## config.mk

```make
export PLATFORM = sky130hd
export DESIGN_NAME = sr_config_sequencer
export DESIGN_NICKNAME = d
export VERILOG_FILES = /design/src/rtl/sr_config_sequencer.sv
export SDC_FILE = /design/constraint.sdc
export NUM_CORES = 1
export LEC_CHECK = 0
export BUFFER_PORTS_ARGS = -buffer_cell sky130_fd_sc_hd__buf_2
export CAP_MARGIN = 20
export CORE_UTILIZATION = 60
export CTS_BUF_LIST = sky130_fd_sc_hd__clkbuf_4
export DETAILED_ROUTE_END_ITERATION = 10
export PLACE_DENSITY = 0.8
export SETUP_SLACK_MARGIN = 0.2
export SKIP_CTS_REPAIR_TIMING = 1
export SLEW_MARGIN = 0
export SYNTH_ARGS = -nofsm -noshare
export SYNTH_HDL_FRONTEND = slang
export SYNTH_SLANG_ARGS = --single-unit
export TNS_END_PERCENT = 100
```

## constraint.sdc

```tcl
create_clock -name clk_100 -period 7.3 [get_ports clk_100]
set_clock_uncertainty 0.05 [all_clocks]
set_input_delay 1.46 -clock clk_100 [delete_from_list [all_inputs] [get_ports clk_100]]
set_output_delay 1.46 -clock clk_100 [all_outputs]
set_load 0.02 [all_outputs]
```

## src/rtl/sr_config_sequencer.sv

```systemverilog
// ---------------------------------------------------------------------------
// sr_config_sequencer
//
// Purpose:
//   Drives the chip's serial configuration shift register. Bytes come from
//   the command FIFO (fifo1) and are shifted out MSB first on sr_in. The
//   readback on sr_out is captured into the response FIFO (fifo2). After the
//   last byte the block pulses sr_load and then reports done.
//
//   Every output is a flop that is decoded from the current FSM state. As a
//   result, each output lags its state by one clk_100 cycle. For example,
//   done appears in the cycle after the DONE state, which is two cycles after
//   a start that finds fifo1 empty.
//
// Optional feature (macro SR_LOOPBACK_EN):
//   This macro adds a loopback input. When loopback=1, readback is taken from
//   the internal sr_in register instead of sr_out, and the external sr_clk
//   and sr_load are held low. fifo2 then receives an exact copy of fifo1.
//
// Parameters:
//   CLK_DIV      sr_clk half-period in clk_100 cycles (1..65535)
//   LOAD_CYCLES  sr_load high time in clk_100 cycles (>= 1)
//
// Ports:
//   loopback     in   1  (SR_LOOPBACK_EN only) self-test loopback select
//   clk_100      in   1  system clock
//   Reset        in   1  synchronous active-high reset, aborts any pass
//   start        in   1  single-cycle pass request, honoured only in IDLE
//   fifo1_dout   in   8  fifo1 read data, valid with rd_ack1
//   fifo1_empty  in   1  fifo1 empty flag
//   rd_ack1      in   1  fifo1 read acknowledge
//   rd_en1       out  1  fifo1 read strobe (one-cycle pulse)
//   fifo2_din    out  8  captured readback byte
//   fifo2_full   in   1  fifo2 full flag
//   wr_en2       out  1  fifo2 write strobe (one-cycle pulse)
//   sr_clk       out  1  shift-register clock to the chip
//   sr_in        out  1  serial data to the chip
//   sr_out       in   1  serial data from the chip (already synchronised)
//   sr_load      out  1  load strobe to the chip
//   busy         out  1  FSM not in IDLE
//   done         out  1  one-cycle pulse at the end of a pass
//   overflow     out  1  sticky: a readback byte was dropped (fifo2 full)
//   bit_count    out 16  bits shifted in current/last pass, saturating
// ---------------------------------------------------------------------------
module sr_config_sequencer #(
    parameter int unsigned CLK_DIV     = 50,
    parameter int unsigned LOAD_CYCLES = 100
) (
`ifdef SR_LOOPBACK_EN
    input  logic        loopback,
`endif
    input  logic        clk_100,
    input  logic        Reset,
    input  logic        start,
    input  logic [7:0]  fifo1_dout,
    input  logic        fifo1_empty,
    input  logic        rd_ack1,
    output logic        rd_en1,
    output logic [7:0]  fifo2_din,
    input  logic        fifo2_full,
    output logic        wr_en2,
    output logic        sr_clk,
    output logic        sr_in,
    input  logic        sr_out,
    output logic        sr_load,
    output logic        busy,
    output logic        done,
    output logic        overflow,
    output logic [15:0] bit_count
);

    typedef enum logic [2:0] {
        IDLE, FETCH, WAIT_ACK, SHIFT, STORE, LOAD, DONE
    } state_e;

    localparam logic [15:0] DIV_LAST  = 16'(CLK_DIV - 1);
    localparam logic [31:0] LOAD_LAST = 32'(LOAD_CYCLES - 1);

    logic lb;
`ifdef SR_LOOPBACK_EN
    assign lb = loopback;
`else
    assign lb = 1'b0;
`endif

    state_e      state_q, state_d;
    // The bit period of 2*CLK_DIV can exceed 16 bits. It is therefore split
    // into a 16-bit count within one half-period, plus a flag that marks the
    // high half.
    logic [15:0] phase_q, phase_d;
    logic        hi_half_q, hi_half_d;
    logic [2:0]  bit_idx_q, bit_idx_d;
    logic [7:0]  tx_q, tx_d;
    logic [7:0]  rx_q, rx_d;
    logic [31:0] load_cnt_q, load_cnt_d;

    logic        rd_en1_q, rd_en1_d;
    logic        wr_en2_q, wr_en2_d;
    logic [7:0]  fifo2_din_q, fifo2_din_d;
    logic        sr_clk_q, sr_clk_d;
    logic        sr_in_q, sr_in_d;
    logic        sr_load_q, sr_load_d;
    logic        busy_q, busy_d;
    logic        done_q, done_d;
    logic        overflow_q, overflow_d;
    logic [15:0] bit_count_q, bit_count_d;

    logic        cap_bit;
    assign cap_bit = lb ? sr_in_q : sr_out;

    // NOTE: every signal written here gets a default first, so no path can
    // leave one unassigned and infer a latch.
    always_comb begin
        state_d     = state_q;
        phase_d     = phase_q;
        hi_half_d   = hi_half_q;
        bit_idx_d   = bit_idx_q;
        tx_d        = tx_q;
        rx_d        = rx_q;
        load_cnt_d  = load_cnt_q;
        rd_en1_d    = 1'b0;
        wr_en2_d    = 1'b0;
        fifo2_din_d = fifo2_din_q;
        sr_clk_d    = 1'b0;
        sr_in_d     = sr_in_q;
        sr_load_d   = (state_q == LOAD) && !lb;
        busy_d      = (state_q != IDLE);
        done_d      = (state_q == DONE);
        overflow_d  = overflow_q;
        bit_count_d = bit_count_q;

        case (state_q)
            IDLE: begin
                if (start) begin
                    if (fifo1_empty) begin
                        state_d = DONE;
                    end else begin
                        state_d     = FETCH;
                        bit_count_d = '0;
                        overflow_d  = 1'b0;
                    end
                end
            end
            FETCH: begin
                rd_en1_d = 1'b1;
                state_d  = WAIT_ACK;
            end
            WAIT_ACK: begin
                if (rd_ack1) begin
                    tx_d      = fifo1_dout;
                    bit_idx_d = 3'd7;
                    phase_d   = '0;
                    hi_half_d = 1'b0;
                    state_d   = SHIFT;
                end
            end
            SHIFT: begin
                sr_clk_d = hi_half_q && !lb;
                if (!hi_half_q) begin
                    if (phase_q == 16'd0) begin
                        sr_in_d = tx_q[bit_idx_q];
                    end
                    if (phase_q == DIV_LAST) begin
                        phase_d   = '0;
                        hi_half_d = 1'b1;
                    end else begin
                        phase_d = phase_q + 16'd1;
                    end
                end else begin
                    // The capture happens on the same edge where sr_clk rises.
                    if (phase_q == 16'd0) begin
                        rx_d[bit_idx_q] = cap_bit;
                        if (bit_count_q != 16'hFFFF) begin
                            bit_count_d = bit_count_q + 16'd1;
                        end
                    end
                    if (phase_q == DIV_LAST) begin
                        phase_d   = '0;
                        hi_half_d = 1'b0;
                        if (bit_idx_q == 3'd0) begin
                            state_d = STORE;
                        end else begin
                            bit_idx_d = bit_idx_q - 3'd1;
                        end
                    end else begin
                        phase_d = phase_q + 16'd1;
                    end
                end
            end
            STORE: begin
                if (!fifo2_full) begin
                    wr_en2_d    = 1'b1;
                    fifo2_din_d = rx_q;
                end else begin
                    overflow_d = 1'b1;
                end
                load_cnt_d = '0;
                state_d    = fifo1_empty ? LOAD : FETCH;
            end
            LOAD: begin
                if (load_cnt_q == LOAD_LAST) begin
                    state_d = DONE;
                end else begin
                    load_cnt_d = load_cnt_q + 32'd1;
                end
            end
            DONE: begin
                state_d = IDLE;
            end
            default: begin
                state_d = IDLE;
            end
        endcase
    end

    // NOTE: sequential state uses non-blocking assignments only. This lets
    // every flop sample the pre-edge values of the others.
    always_ff @(posedge clk_100) begin
        if (Reset) begin
            state_q     <= IDLE;
            phase_q     <= '0;
            hi_half_q   <= 1'b0;
            bit_idx_q   <= '0;
            tx_q        <= '0;
            rx_q        <= '0;
            load_cnt_q  <= '0;
            rd_en1_q    <= 1'b0;
            wr_en2_q    <= 1'b0;
            fifo2_din_q <= '0;
            sr_clk_q    <= 1'b0;
            sr_in_q     <= 1'b0;
            sr_load_q   <= 1'b0;
            busy_q      <= 1'b0;
            done_q      <= 1'b0;
            overflow_q  <= 1'b0;
            bit_count_q <= '0;
        end else begin
            state_q     <= state_d;
            phase_q     <= phase_d;
            hi_half_q   <= hi_half_d;
            bit_idx_q   <= bit_idx_d;
            tx_q        <= tx_d;
            rx_q        <= rx_d;
            load_cnt_q  <= load_cnt_d;
            rd_en1_q    <= rd_en1_d;
            wr_en2_q    <= wr_en2_d;
            fifo2_din_q <= fifo2_din_d;
            sr_clk_q    <= sr_clk_d;
            sr_in_q     <= sr_in_d;
            sr_load_q   <= sr_load_d;
            busy_q      <= busy_d;
            done_q      <= done_d;
            overflow_q  <= overflow_d;
            bit_count_q <= bit_count_d;
        end
    end

    assign rd_en1    = rd_en1_q;
    assign wr_en2    = wr_en2_q;
    assign fifo2_din = fifo2_din_q;
    assign sr_clk    = sr_clk_q;
    assign sr_in     = sr_in_q;
    assign sr_load   = sr_load_q;
    assign busy      = busy_q;
    assign done      = done_q;
    assign overflow  = overflow_q;
    assign bit_count = bit_count_q;

endmodule

```

==> qor_table.md <==
| Step | Parameter | Value |
| --- | --- | --- |
| run status | Result of the run | complete, no violations |
| synth | Compound-gate portion of the synthesized area | 0.1953 |
| setup path | Length in cells of the worst reg-to-reg path | 7 |
| setup path | Setup crit end kind | flip-flop |
| synth | Post-synthesis share of cell area spent on xor and xnor gates | 0.02535 |
| place | Count of buffers from port buffering | 46 |
| timing | Final WS setup | 3.886 ns |
| hold path | Worst hold path endpoint | fifo2_din[6] |
| finish | Growth of design area from synthesis to finish | 6.591% |
| timing | Final Setup Violations | 0 |
| global route | Total gr overflow | 0 |
| timing | TNS Setup | 0 ns |
| finish | Final-layout fill cell count | 742 |
| synth | Gate count after technology mapping | 640 |
| setup path | Setup crit start kind | input port |
| place | DPL Wire Length | 8.313 mm |
| place | Setup slack at placement | 3.424 ns |
| timing | Share of the clock period used by the worst path after layout | 0.4676 |
| hold path | Hold WC Path Type | flip-flop to flip-flop |
| setup path | Critical path's top delay family | compound AO/OA/AOI/OAI gates |
| cts | Clock tree from TritonCTS | built |
| setup path | Crit-path max FO | 11 |
| cts | Number of buffers inserted during clock tree synthesis | 9 |
| setup path | Endpoint of the most critical register-to-register path | bit_count[2] |
| job | Max cap viols | 0 |
| timing | Final Hold Viols | 0 |
| cts | Clock buffer depth | 2 |
| power and ir drop | Static Leak | 1.802 nW |
| setup path | Worst setup path category | input port to flip-flop |
| synth | Dominant combinational cell family by area after synthesis | simple AND/OR/NAND/NOR gates |
| route | Number of design-rule violations left by the first detailed-router iteration | 336 |
| synth | Post-synthesis instance area | 5182 um^2 |
| synth | Share of async-settable or async-resettable flops after synthesis | 0 |
| timing | Maximum achievable frequency | 0.2929 GHz |
| cts | Total number of H-tree levels | 3 |
| cts | Root buffer selected by CTS | sky130_fd_sc_hd__clkbuf_4 |
| setup path | Slowest Stage Delay on Critical Path | 0.77 ns |
| finish | Nets | 682 |
| route | Via count of the routed design | 4860 |
| synth | Area share of and/or/nand/nor cells after synthesis | 0.3001 |
| timing | Shortest period the worst path allows | 3.414 ns |
| setup path | Critical path's slowest cell | sky130_fd_sc_hd__o21ai_0 |
| route | Total iterations of the first detailed-routing run | 5 |
| cts | CTS Sinks | 103 |
| setup path | Required time at the endpoint of the critical path | 7.59 ns |
| floorplan | Core area | 8299 um^2 |
| finish | FF/Latch Area | 2062 um^2 |
| place | Last weighted congestion value of the routability-driven placer | 0.8299 |
| synth | Commonest register cell after synthesis | sky130_fd_sc_hd__dfxtp_1 |
| floorplan | Number of rows created at floorplan | 33 |
| timing | Transition time at the pin with the least slew margin | 1.068 ns |
| synth | Post-synthesis share of cell area spent on full adders, half adders and majority gates | 0.01690 |
| global route | Met3 capacity usage during global routing | 0.03301 |
| synth | Syn_nets | 662 |
| floorplan | Number of top-level pins | 47 |
| synth | Sequential-to-total area share from yosys stat | 0.3979 |
| timing | Unrepaired setup endpoints after global routing | no |
| route | Remaining antenna violation count | 0 |
| global route | Antenna violations before repair | 0 |
| hold path | Hold path startpoint | rx_q[6] |
| setup path | FF-to-FF Start | bit_count[1] |
| floorplan | Die area | 9013 um^2 |
| global route | Met2 usage in global routing | 0.4107 |
| setup path | Number of cells on the critical path | 7 |
| synth | Number of warning messages in the yosys log | 0 |
| synth | Syn avg cell area | 8.098 um^2 |
| synth | Mux share of post-synthesis cell area | 0.01883 |
| global route | First-pass GRT wire length | 19.32 mm |
| finish | Footprint of the multi-input gates | 2884 um^2 |
| finish | Antenna cell count | 0 |
| setup path | Register-to-register setup slack | 4.17 ns |
| synth | Post-synth EDFFs | 0 |
| route | DRC violations left | 0 |
| setup path | Data arrival time of the critical path | 3.71 ns |
| power and ir drop | Pwr per Cell Area | 203.6 nW/um^2 |
| timing | Slew HR | 0.2813 |
| hold path | Worst Hold Depth | 2 |
| route | Detailed Route WL | 11.94 mm |
| timing | Final slew viol count | 0 |
| finish | Fraction of final layout cells sized beyond drive strength 1 | 0.1323 |
| synth | Number of library cell types mapped by synthesis | 61 |
| global route | Total Routing Usage GR | 0.2687 |
| floorplan | Chip Width | 94.94 um |
| power and ir drop | Highest ir drop seen on vdd | 0.1141 mV |
| global route | Pin count of the biggest net entering global routing | 65 |
| route | Drt wl/cell | 15.51 um |
| setup path | Number of buffers and inverters on the critical path | 2 |
| route | Via count normalized by instance count | 6.312 |
| cts | Source-to-sink clock delay at the later pin of the worst-skew pair | 0.46 ns |
| setup path | Crit path cell chain | buf_2 > or4b_1 > a21oi_1 > o21ai_0 > o21ai_0 > buf_2 > a31oi_1 |
| global route | Top Usage Layer GRT | met2 |
| global route | Number of global-route vias before repair | 4153 |
| synth | Synthesis-stage register bit count | 103 |
| floorplan | DIE HEIGHT | 94.94 um |
| cts | Clk slew on worst S/H paths | 0.17 ns |
| floorplan | Initial Utilization | 0.6245 |
| global route | GR met1 Demand/Resource | 0.3887 |
## flip-flops by register name, summed over array words and instances (netlist names)
signal,flops
bit_count,16
bit_idx_q,3
busy,1
done,1
fifo2_din,8
hi_half_q,1
load_cnt_q,32
overflow,1
phase_q,16
rd_en1,1
rx_q,8
sr_clk,1
sr_in,1
sr_load,1
state_q,3
tx_q,8
wr_en2,1
## cell usage after synthesis, drive strengths merged (4+ instances only)
library cell  number  area (um^2)
a21oi             68        340.3
a311oi            14        128.9
a31oi             14        93.84
a41oi              7        68.82
and3               6        38.79
and4              10        87.58
buf                5        37.53
clkbuf            38        142.6
dfxtp            103         2062
ha                 7        87.58
inv               14        52.55
nand2             87        326.6
nand2b             8        50.05
nand3             37        185.2
nand4             17        106.4
nor2              40        150.1
nor3              21        105.1
nor4              19        163.9
o211ai             4        30.03
o21ai             31        155.1
o31ai              8        60.06
or3                9        56.30
or4               14        112.6
or4b               6        60.06
xnor2             10        87.58
xor2               5        43.79
## metal layers
metal | routed length [um] | share of wire
met3 | 460 | 0.039
met2 | 5381 | 0.45
met1 | 5926 | 0.50
met5 | 0 | 0
met4 | 170 | 0.014
## cell type report
class                      instances  area share
sequential                       103      0.3733
clock buffer                       9     0.01223
multi-input combinational        479      0.5221
timing repair buffer              52     0.04938
tap                              105     0.02378
clock inverter                     7    0.009060
inverter                          15     0.01019
## cells by family after synthesis
family / Yosys count
XOR/XNOR: 15
adder cells (fa/ha/maj): 7
buffers and inverters: 58
AND/OR/NAND/NOR: 288
AO/OA/AOI/OAI: 162
flip-flops: 103
multiplexers: 7
## worst reg2reg max path, stage by stage, from the launching register on
cell and delay, ns:
sky130_fd_sc_hd__dfxtp_1 0.46, sky130_fd_sc_hd__ha_1 0.26, sky130_fd_sc_hd__nand3_1 0.17, sky130_fd_sc_hd__or3_1 0.46, sky130_fd_sc_hd__o21ai_0 0.73, sky130_fd_sc_hd__o21ai_0 0.49, sky130_fd_sc_hd__buf_2 0.29, sky130_fd_sc_hd__a31oi_1 0.17
## stage by stage
step	total power [mW]	utilization	cells	hold slack (ns)	instance area, um^2
finish	1.125	0.6656	770	0.4077	5524
global route	1.182	0.6656	770	0.4277	5524
CTS	1.125	0.6647	769	0.4093	5517
floorplan	0.8060	-	640	0.3784	5182
global placement	0.8543	0.6499	752	0.3903	5394
detailed placement	0.8644	0.6505	753	0.3958	5399
## layout by cell type (no fill, tap or decap), types with 14 or more instances in the layout
cell / count
sky130_fd_sc_hd__inv_1: 14
sky130_fd_sc_hd__nand3_1: 37
sky130_fd_sc_hd__nand4_1: 17
sky130_fd_sc_hd__o21ai_0: 30
sky130_fd_sc_hd__buf_2: 47
sky130_fd_sc_hd__a21oi_1: 68
sky130_fd_sc_hd__nor2_1: 40
sky130_fd_sc_hd__nor3_1: 21
sky130_fd_sc_hd__dfxtp_1: 103
sky130_fd_sc_hd__nor4_1: 16
sky130_fd_sc_hd__nand2_1: 87
## worst max path at each step
stage                      startpoint             to  slack, ns
after floorplan           fifo1_empty   bit_count[9]       4.28
after global placement    fifo1_empty  bit_count[13]       3.38
after detailed placement  fifo1_empty   bit_count[7]       3.42
after CTS                 fifo1_empty   bit_count[2]       3.92
after global routing      fifo1_empty   bit_count[3]       3.70
final                     fifo1_empty   bit_count[2]       3.89
## where the power goes
group          total [mW]  switching (mW)  internal [mW]
registers           0.637          0.0517          0.585
logic               0.223           0.148         0.0745
clock network       0.265           0.195         0.0704
Note: power is estimated with default switching activity, not from simulation.
